**config.mk**
```make
export PLATFORM = sky130hd
export DESIGN_NAME = fetch_predictor_flat
export DESIGN_NICKNAME = d
export VERILOG_FILES = /design/src/rtl/fetch_predictor_if.sv /design/src/rtl/fetch_predictor.sv /design/src/flat_wrapper.sv
export SDC_FILE = /design/constraint.sdc
export NUM_CORES = 2
export LEC_CHECK = 0
export CORE_ASPECT_RATIO = 2
export CORE_MARGIN = 4
export CORE_UTILIZATION = 55
export CTS_CLUSTER_DIAMETER = 150
export DETAILED_ROUTE_END_ITERATION = 12
export PLACE_DENSITY = 0.83
export SKIP_LAST_GASP = 1
export SYNTH_ARGS = -nofsm -noshare
export SYNTH_HDL_FRONTEND = slang
export SYNTH_SLANG_ARGS = --single-unit
```
**constraint.sdc**
```tcl
create_clock -name clk -period 93.7 [get_ports clk]
set_input_delay 23.425 -clock clk [delete_from_list [all_inputs] [get_ports clk]]
set_output_delay 23.425 -clock clk [all_outputs]
set_load 0.01 [all_outputs]
```
**src/rtl/fetch_predictor_if.sv**
```systemverilog
// Fetch-predictor bus: fetch control and EX training into the predictor,
// fetch PC and prediction back out to imem and the IF/ID register.
interface fetch_predictor_if #(
   parameter int PIDX = 5
);
   logic            stall;
   logic            redirect_valid;
   logic [31:0]     redirect_pc;
   logic            ex_update_en;
   logic            ex_is_cond;
   logic            ex_actual_taken;
   logic [1:0]      ex_br_type;
   logic [31:0]     ex_pc;
   logic [31:0]     ex_actual_target;
   logic [PIDX-1:0] ex_pht_idx;
   logic [31:0]     F_PC;
   logic [31:0]     next_pc;
   logic            F_pred_taken;
   logic [PIDX-1:0] F_pht_idx;
   logic            F_btb_hit;
   logic [31:0]     F_pred_target;

   modport master (
      output stall, redirect_valid, redirect_pc, ex_update_en, ex_is_cond,
             ex_actual_taken, ex_br_type, ex_pc, ex_actual_target, ex_pht_idx,
      input  F_PC, next_pc, F_pred_taken, F_pht_idx, F_btb_hit, F_pred_target
   );

   modport slave (
      input  stall, redirect_valid, redirect_pc, ex_update_en, ex_is_cond,
             ex_actual_taken, ex_br_type, ex_pc, ex_actual_target, ex_pht_idx,
      output F_PC, next_pc, F_pred_taken, F_pht_idx, F_btb_hit, F_pred_target
   );
endinterface

```
**src/rtl/fetch_predictor.sv**
```systemverilog
// Fetch-PC unit: PC register, gshare direction predictor, tagged direct-mapped
// BTB and a circular return-address stack, trained by EX resolution.
module fetch_predictor #(
   parameter int          PHT_ENTRIES = 32,
   parameter int          GHR_LEN     = 5,
   parameter int          BTB_ENTRIES = 16,
   parameter int          RAS_DEPTH   = 4,
   parameter logic [31:0] RESET_PC    = 32'h0
) (
   input logic              clk,
   input logic              rst,
   fetch_predictor_if.slave fp
);
   localparam int PIDX = $clog2(PHT_ENTRIES);
   localparam int BIDX = $clog2(BTB_ENTRIES);
   localparam int TAGW = 30 - BIDX;
   localparam int RPW  = $clog2(RAS_DEPTH);
   localparam int RCW  = $clog2(RAS_DEPTH + 1);

   localparam logic [1:0] BR_COND = 2'd0;
   localparam logic [1:0] BR_CALL = 2'd2;
   localparam logic [1:0] BR_RET  = 2'd3;

   logic [31:0]        pc_q, pc_d, pc_plus4;
   logic [GHR_LEN-1:0] ghr_q, ghr_d;
   logic [1:0]         pht_q [PHT_ENTRIES];
   logic [1:0]         pht_d;
   logic               btb_valid_q [BTB_ENTRIES];
   logic [TAGW-1:0]    btb_tag_q [BTB_ENTRIES];
   logic [31:0]        btb_tgt_q [BTB_ENTRIES];
   logic [1:0]         btb_type_q [BTB_ENTRIES];
   logic [31:0]        ras_q [RAS_DEPTH];
   logic [RPW-1:0]     ras_ptr_q, ras_ptr_inc, ras_ptr_dec;
   logic [RCW-1:0]     ras_cnt_q;

   logic [PIDX-1:0]    pht_idx;
   logic [BIDX-1:0]    f_btb_idx, ex_btb_idx;
   logic [1:0]         f_type;
   logic               btb_hit, pred_taken, fire, push, pop;
   logic [31:0]        pred_target;
   logic               unused_ex_pc_bits;

   assign pc_plus4          = pc_q + 32'd4;
   assign pht_idx           = pc_q[PIDX+1:2] ^ PIDX'(ghr_q);
   assign f_btb_idx         = pc_q[BIDX+1:2];
   assign ex_btb_idx        = fp.ex_pc[BIDX+1:2];
   assign f_type            = btb_type_q[f_btb_idx];
   assign btb_hit           = btb_valid_q[f_btb_idx] && (btb_tag_q[f_btb_idx] == pc_q[31:BIDX+2]);
   assign unused_ex_pc_bits = ^fp.ex_pc[1:0];

   // A return with an empty stack falls back to the BTB target.
   always_comb begin
      pred_taken  = 1'b0;
      pred_target = 32'h0;
      if (btb_hit) begin
         pred_target = btb_tgt_q[f_btb_idx];
         pred_taken  = 1'b1;
         if (f_type == BR_COND) begin
            pred_taken = pht_q[pht_idx][1];
         end else if ((f_type == BR_RET) && (ras_cnt_q != '0)) begin
            pred_target = ras_q[ras_ptr_q];
         end
      end
   end

   assign fire = !fp.stall && !fp.redirect_valid;
   assign push = fire && btb_hit && (f_type == BR_CALL);
   assign pop  = fire && btb_hit && (f_type == BR_RET) && (ras_cnt_q != '0);

   always_comb begin
      if (fp.redirect_valid)  pc_d = fp.redirect_pc;
      else if (fp.stall)      pc_d = pc_q;
      else if (pred_taken)    pc_d = pred_target;
      else                    pc_d = pc_plus4;
   end

   assign ras_ptr_inc = (ras_ptr_q == RPW'(RAS_DEPTH - 1)) ? '0 : ras_ptr_q + RPW'(1);
   assign ras_ptr_dec = (ras_ptr_q == '0) ? RPW'(RAS_DEPTH - 1) : ras_ptr_q - RPW'(1);

   always_comb begin
      pht_d = pht_q[fp.ex_pht_idx];
      if (fp.ex_actual_taken) begin
         if (pht_d != 2'b11) pht_d = pht_d + 2'd1;
      end else if (pht_d != 2'b00) begin
         pht_d = pht_d - 2'd1;
      end
   end

   assign ghr_d = GHR_LEN'({ghr_q, fp.ex_actual_taken});

   always_ff @(posedge clk or posedge rst) begin
      if (rst) begin
         pc_q      <= RESET_PC;
         ras_ptr_q <= '0;
         ras_cnt_q <= '0;
         for (int i = 0; i < RAS_DEPTH; i++) ras_q[i] <= 32'h0;
      end else begin
         pc_q <= pc_d;
         if (push) begin
            ras_q[ras_ptr_inc] <= pc_plus4;
            ras_ptr_q          <= ras_ptr_inc;
            if (ras_cnt_q != RCW'(RAS_DEPTH)) ras_cnt_q <= ras_cnt_q + RCW'(1);
         end else if (pop) begin
            ras_ptr_q <= ras_ptr_dec;
            ras_cnt_q <= ras_cnt_q - RCW'(1);
         end
      end
   end

   // Training is independent of stall; GHR is only ever advanced from EX.
   always_ff @(posedge clk or posedge rst) begin
      if (rst) begin
         ghr_q <= '0;
         for (int i = 0; i < PHT_ENTRIES; i++) pht_q[i] <= 2'b01;
      end else if (fp.ex_update_en && fp.ex_is_cond) begin
         pht_q[fp.ex_pht_idx] <= pht_d;
         ghr_q                <= ghr_d;
      end
   end

   always_ff @(posedge clk or posedge rst) begin
      if (rst) begin
         for (int i = 0; i < BTB_ENTRIES; i++) begin
            btb_valid_q[i] <= 1'b0;
            btb_tag_q[i]   <= '0;
            btb_tgt_q[i]   <= 32'h0;
            btb_type_q[i]  <= 2'd0;
         end
      end else if (fp.ex_update_en && fp.ex_actual_taken) begin
         btb_valid_q[ex_btb_idx] <= 1'b1;
         btb_tag_q[ex_btb_idx]   <= fp.ex_pc[31:BIDX+2];
         btb_tgt_q[ex_btb_idx]   <= fp.ex_actual_target;
         btb_type_q[ex_btb_idx]  <= fp.ex_br_type;
      end
   end

   assign fp.F_PC          = pc_q;
   assign fp.next_pc       = pc_d;
   assign fp.F_pred_taken  = pred_taken;
   assign fp.F_pht_idx     = pht_idx;
   assign fp.F_btb_hit     = btb_hit;
   assign fp.F_pred_target = pred_target;
endmodule

```
**src/flat_wrapper.sv**
```systemverilog
// flat-port wrapper written by rule: the top's interface ports become plain ports
module fetch_predictor_flat 
#(
   parameter int          PHT_ENTRIES = 32,
   parameter int          GHR_LEN     = 5,
   parameter int          BTB_ENTRIES = 16,
   parameter int          RAS_DEPTH   = 4,
   parameter logic [31:0] RESET_PC    = 32'h0
)
  (clk, rst, fp_stall, fp_redirect_valid, fp_redirect_pc, fp_ex_update_en, fp_ex_is_cond, fp_ex_actual_taken, fp_ex_br_type, fp_ex_pc, fp_ex_actual_target, fp_ex_pht_idx, fp_F_PC, fp_next_pc, fp_F_pred_taken, fp_F_pht_idx, fp_F_btb_hit, fp_F_pred_target);
  fetch_predictor_if #(.PIDX(5)) fp_i ();
  input logic clk;
  input logic rst;
  input wire logic [$bits(fp_i.stall)-1:0] fp_stall;
  input wire logic [$bits(fp_i.redirect_valid)-1:0] fp_redirect_valid;
  input wire logic [$bits(fp_i.redirect_pc)-1:0] fp_redirect_pc;
  input wire logic [$bits(fp_i.ex_update_en)-1:0] fp_ex_update_en;
  input wire logic [$bits(fp_i.ex_is_cond)-1:0] fp_ex_is_cond;
  input wire logic [$bits(fp_i.ex_actual_taken)-1:0] fp_ex_actual_taken;
  input wire logic [$bits(fp_i.ex_br_type)-1:0] fp_ex_br_type;
  input wire logic [$bits(fp_i.ex_pc)-1:0] fp_ex_pc;
  input wire logic [$bits(fp_i.ex_actual_target)-1:0] fp_ex_actual_target;
  input wire logic [$bits(fp_i.ex_pht_idx)-1:0] fp_ex_pht_idx;
  output wire logic [$bits(fp_i.F_PC)-1:0] fp_F_PC;
  output wire logic [$bits(fp_i.next_pc)-1:0] fp_next_pc;
  output wire logic [$bits(fp_i.F_pred_taken)-1:0] fp_F_pred_taken;
  output wire logic [$bits(fp_i.F_pht_idx)-1:0] fp_F_pht_idx;
  output wire logic [$bits(fp_i.F_btb_hit)-1:0] fp_F_btb_hit;
  output wire logic [$bits(fp_i.F_pred_target)-1:0] fp_F_pred_target;
  assign fp_i.stall = fp_stall;
  assign fp_i.redirect_valid = fp_redirect_valid;
  assign fp_i.redirect_pc = fp_redirect_pc;
  assign fp_i.ex_update_en = fp_ex_update_en;
  assign fp_i.ex_is_cond = fp_ex_is_cond;
  assign fp_i.ex_actual_taken = fp_ex_actual_taken;
  assign fp_i.ex_br_type = fp_ex_br_type;
  assign fp_i.ex_pc = fp_ex_pc;
  assign fp_i.ex_actual_target = fp_ex_actual_target;
  assign fp_i.ex_pht_idx = fp_ex_pht_idx;
  assign fp_F_PC = fp_i.F_PC;
  assign fp_next_pc = fp_i.next_pc;
  assign fp_F_pred_taken = fp_i.F_pred_taken;
  assign fp_F_pht_idx = fp_i.F_pht_idx;
  assign fp_F_btb_hit = fp_i.F_btb_hit;
  assign fp_F_pred_target = fp_i.F_pred_target;
  fetch_predictor #(.PHT_ENTRIES(PHT_ENTRIES), .GHR_LEN(GHR_LEN), .BTB_ENTRIES(BTB_ENTRIES), .RAS_DEPTH(RAS_DEPTH), .RESET_PC(RESET_PC)) u_core (.clk(clk), .rst(rst), .fp(fp_i));
endmodule
```
==> metrics.md <==
| Metric | Value |
|---|---|
| CTS Buffer Depth | `3` |
| Syn avg cell area | `15.1 sq um` |
| Register area share after synthesis | `0.531` |
| Reg2reg start | `u_core.fp.F_PC[2]` |
| IO Pins | `approximately 210` |
| Synth top area share | `0.516` |
| Share of the clock period used by the worst path | `0.530` |
| Required @ worst endpoint | `70.27 ns` |
| Total power | `around 1400 uW` |
| Minimum clock period | `just under 50 ns` |
| Setup TNS | `0 ns` |
| Vias per cell | `approximately 6.6` |
| Core area | `~100000 sq um` |
| Congestion Overflow GR | `0` |
| Async S/R FF share, synth | `1.00` |
| Warnings from Yosys | `0` |
| Worst stage delay on the critical path | `0.69 ns` |
| FP Rows | `about 170` |
| Reg clk slew, reported paths | `~0.06 ns` |
| Die extent in x | `around 240 um` |
| Hold Path Class | `reg2reg` |
| Cells along the critical path | `buf_2 > buf_4 > nand2b_1 > a2bb2oi_1 > clkdlybuf4s50_1` |
| Synth top cells by count | `1201 x mux2_2, 1178 x dfrtp_1, 291 x mux4_2` |
| Post-synth top area cell | `dfrtp_1` |
| Syn nets | `about 3900` |
| Post-Synthesis Cells | `roughly 3800` |
| Power Density | `roughly 22 nW/um^2` |
| Routed via count | `about 35000` |
| Root buf cell | `clkbuf_16` |
| Post-Syn Area | `about 57000 sq um` |
| Synth cell types | `74` |
| Layout cell share with drive strength beyond 1 | `0.459` |
| Hold-fix buffers at CTS | `0` |
| Final nets | `just under 4000` |
| Startpoint Class | `input pin` |
| Fmax | `between 20 and 25 MHz` |
| Leakage power | `0.0284 uW` |
| Peak supply drop | `around 0.000015 V` |
| DIE AREA | `approximately 110000 sq um` |
| EDFF count, synth | `0` |
| Register-to-Register Setup Slack | `between 80 and 90 ns` |
| CP max-delay cell | `nand2b_1` |
| DRC Markers | `0` |
| Drt total wl | `~160 mm` |
| Routed len/inst | `between 20 and 30 um` |
| Worst hold path stage count | `1` |
| R2r worst-path depth | `14` |
| CTS tree | `yes` |
| Worst slew pin tran | `~1.4 ns` |
| CTS Buf Count | `about 110` |
| Setup Buffers After CTS | `0` |
| CTS sink count | `between 1000 and 1500` |
| Hold EP | `u_core.btb_valid_q[10]` |
| First-pass GRT wire length | `236 mm` |
| CTS H-tree lvls | `3` |
| Area Overhead vs Synth | `11.8%` |
| Post-route ant nets | `0` |
| Vias in the first global route | `about 38000` |
| Final GP Congestion | `around 0.95` |
| Initial DRC count | `~2700` |
| Initial antenna violation count | `15` |
| Clock skew after layout | `roughly 0.031 ns` |
| Die height | `roughly 460 um` |
| RSZ-0062 raised after global routing | `false` |
| Critical R2R Capture | `u_core.ras_q[96]` |
| Relative slew slack | `0.0963` |
| Starting Density | `0.556` |
| Initial DRT Pass Iterations | `5` |
| Critical path peak fanout | `50` |
| Post-DP HPWL | `roughly 97 mm` |
| Synth Flop Type | `dfrtp_1` |
| Outcome | `finished, final reports clean` |
| Final-report max-slew violation count | `0` |
| Pin count of the biggest net entering global routing | `193` |
| I/O Buffers | `210` |
| Clock Latency Late Sink | `0.72 ns` |
| Maxcap violations | `0` |
| Crit path kind | `in2out` |
| Top post-synthesis cells by area | `dfrtp_1 52%, mux2_2 24%, mux4_2 11%` |
| #FFs+latches synth | `~1200` |
| Final hold vios | `0` |
| Worst Hold Launch | `u_core.btb_valid_q[10]` |
| Final Setup Violations | `0` |
| Total track usage | `0.285` |
| CP Data Arrival Time | `between 20 and 30 ns` |
| CP endpoint kind | `primary output` |
| Most frequent cell after synthesis | `mux2_2` |
| Post-CTS sizing | `0` |
## through the flow
step,util,setup WS [ns],cell area (sq um),std cells,hold WS [ns]
CTS,0.622,44.14,63800,5286,0.462
floorplan,-,36.24,57100,3786,0.429
finish,0.622,43.99,63900,5291,0.461
global placement,0.587,44.20,60200,5093,0.444
global route,0.622,43.96,63800,5287,0.481
detailed placement,0.587,44.14,60200,5093,0.447
## power by group
group / internal (uW) / switching [uW]
Clock: 263 / 198
Sequential: 611 / 52.7
Combinational: 153 / 132
## sequential cells by signal, indices dropped and copies added (netlist names), 5 cells and up
register / cells
u_core.btb_tgt_q: 512
u_core.btb_tag_q: 416
u_core.ras_q: 128
u_core.pht_q: 64
u_core.btb_type_q: 32
u_core.fp.F_PC: 32
u_core.btb_valid_q: 16
u_core.ghr_q: 5
## worst max path at each step
stage | endpoint | slack (ns) | startpoint | cells past startpoint
2_1_floorplan | u_core.btb_tag_q[0] | 36.24 | rst | 1
3_3_place_gp | fp_next_pc[21] | 44.20 | fp_stall | 5
3_5_place_dp | fp_next_pc[22] | 44.14 | fp_stall | 5
4_1_cts | fp_next_pc[8] | 44.14 | fp_redirect_valid | 5
5_1_grt | fp_next_pc[8] | 43.96 | fp_redirect_valid | 5
6_report | fp_next_pc[8] | 43.99 | fp_redirect_valid | 5
## layout by cell type (no fill, tap or decap), drive strengths merged, types with 6 or more instances in the layout
master	count
dfstp	32
nand3	20
nand3b	8
nor4	11
mux4	291
xnor2	40
nand2b	15
and2	43
a21oi	39
mux2i	115
o21ai	36
inv	24
clkbuf	160
clkdlybuf4s50	208
mux2	1214
and3	12
a221oi	17
a22oi	27
o22ai	9
or2	12
bufinv	11
or3	8
clkinv	19
dfrtp	1178
nor2b	17
xor2	21
nand2	64
nand4	20
buf	72
nor3	20
a22o	9
o22a	7
and3b	17
ha	7
a211oi	6
nor2	64
nor3b	10
## critical path, delay by kind of cell
kind,cells,cell delay [ns]
buf+inv,3,1.63
simple gates,1,0.69
compound gates,1,0.48
## layout make-up
type | instances | area, sq um
Fill cell | 7477 | 38800
Sequential cell | 1210 | 30300
Multi-Input combinational cell | 2237 | 25400
Clock buffer | 160 | 3170
Timing Repair Buffer | 280 | 2660
Tap cell | 1344 | 1680
Clock inverter | 33 | 462
Inverter | 22 | 91.3
Antenna cell | 5 | 12.5
## kinds of logic (layout without fill, tap and decap cells)
family	after synthesis	after routing	share of synthesized area
AOI/OAI and AO/OA	189	189	0.0229
xor gates and xnor gates	61	61	0.00936
adders and majority gates	10	10	0.00224
buffers and inverters	339	495	0.0254
DFF	1210	1210	0.531
muxes	1620	1620	0.374
other	0	5	0
and+or+nand+nor	357	357	0.0348
## per-layer routing
metal / wire length [um] / global-route usage / up-vias
li1: - / - / 14200
met1: 57300 / 0.345 / 18600
met2: 78200 / 0.481 / 1482
met3: 11100 / 0.0562 / 480
met4: 10100 / 0.155 / 10
met5: 67 / 0 / -
Power figures use the tool's default switching activity.
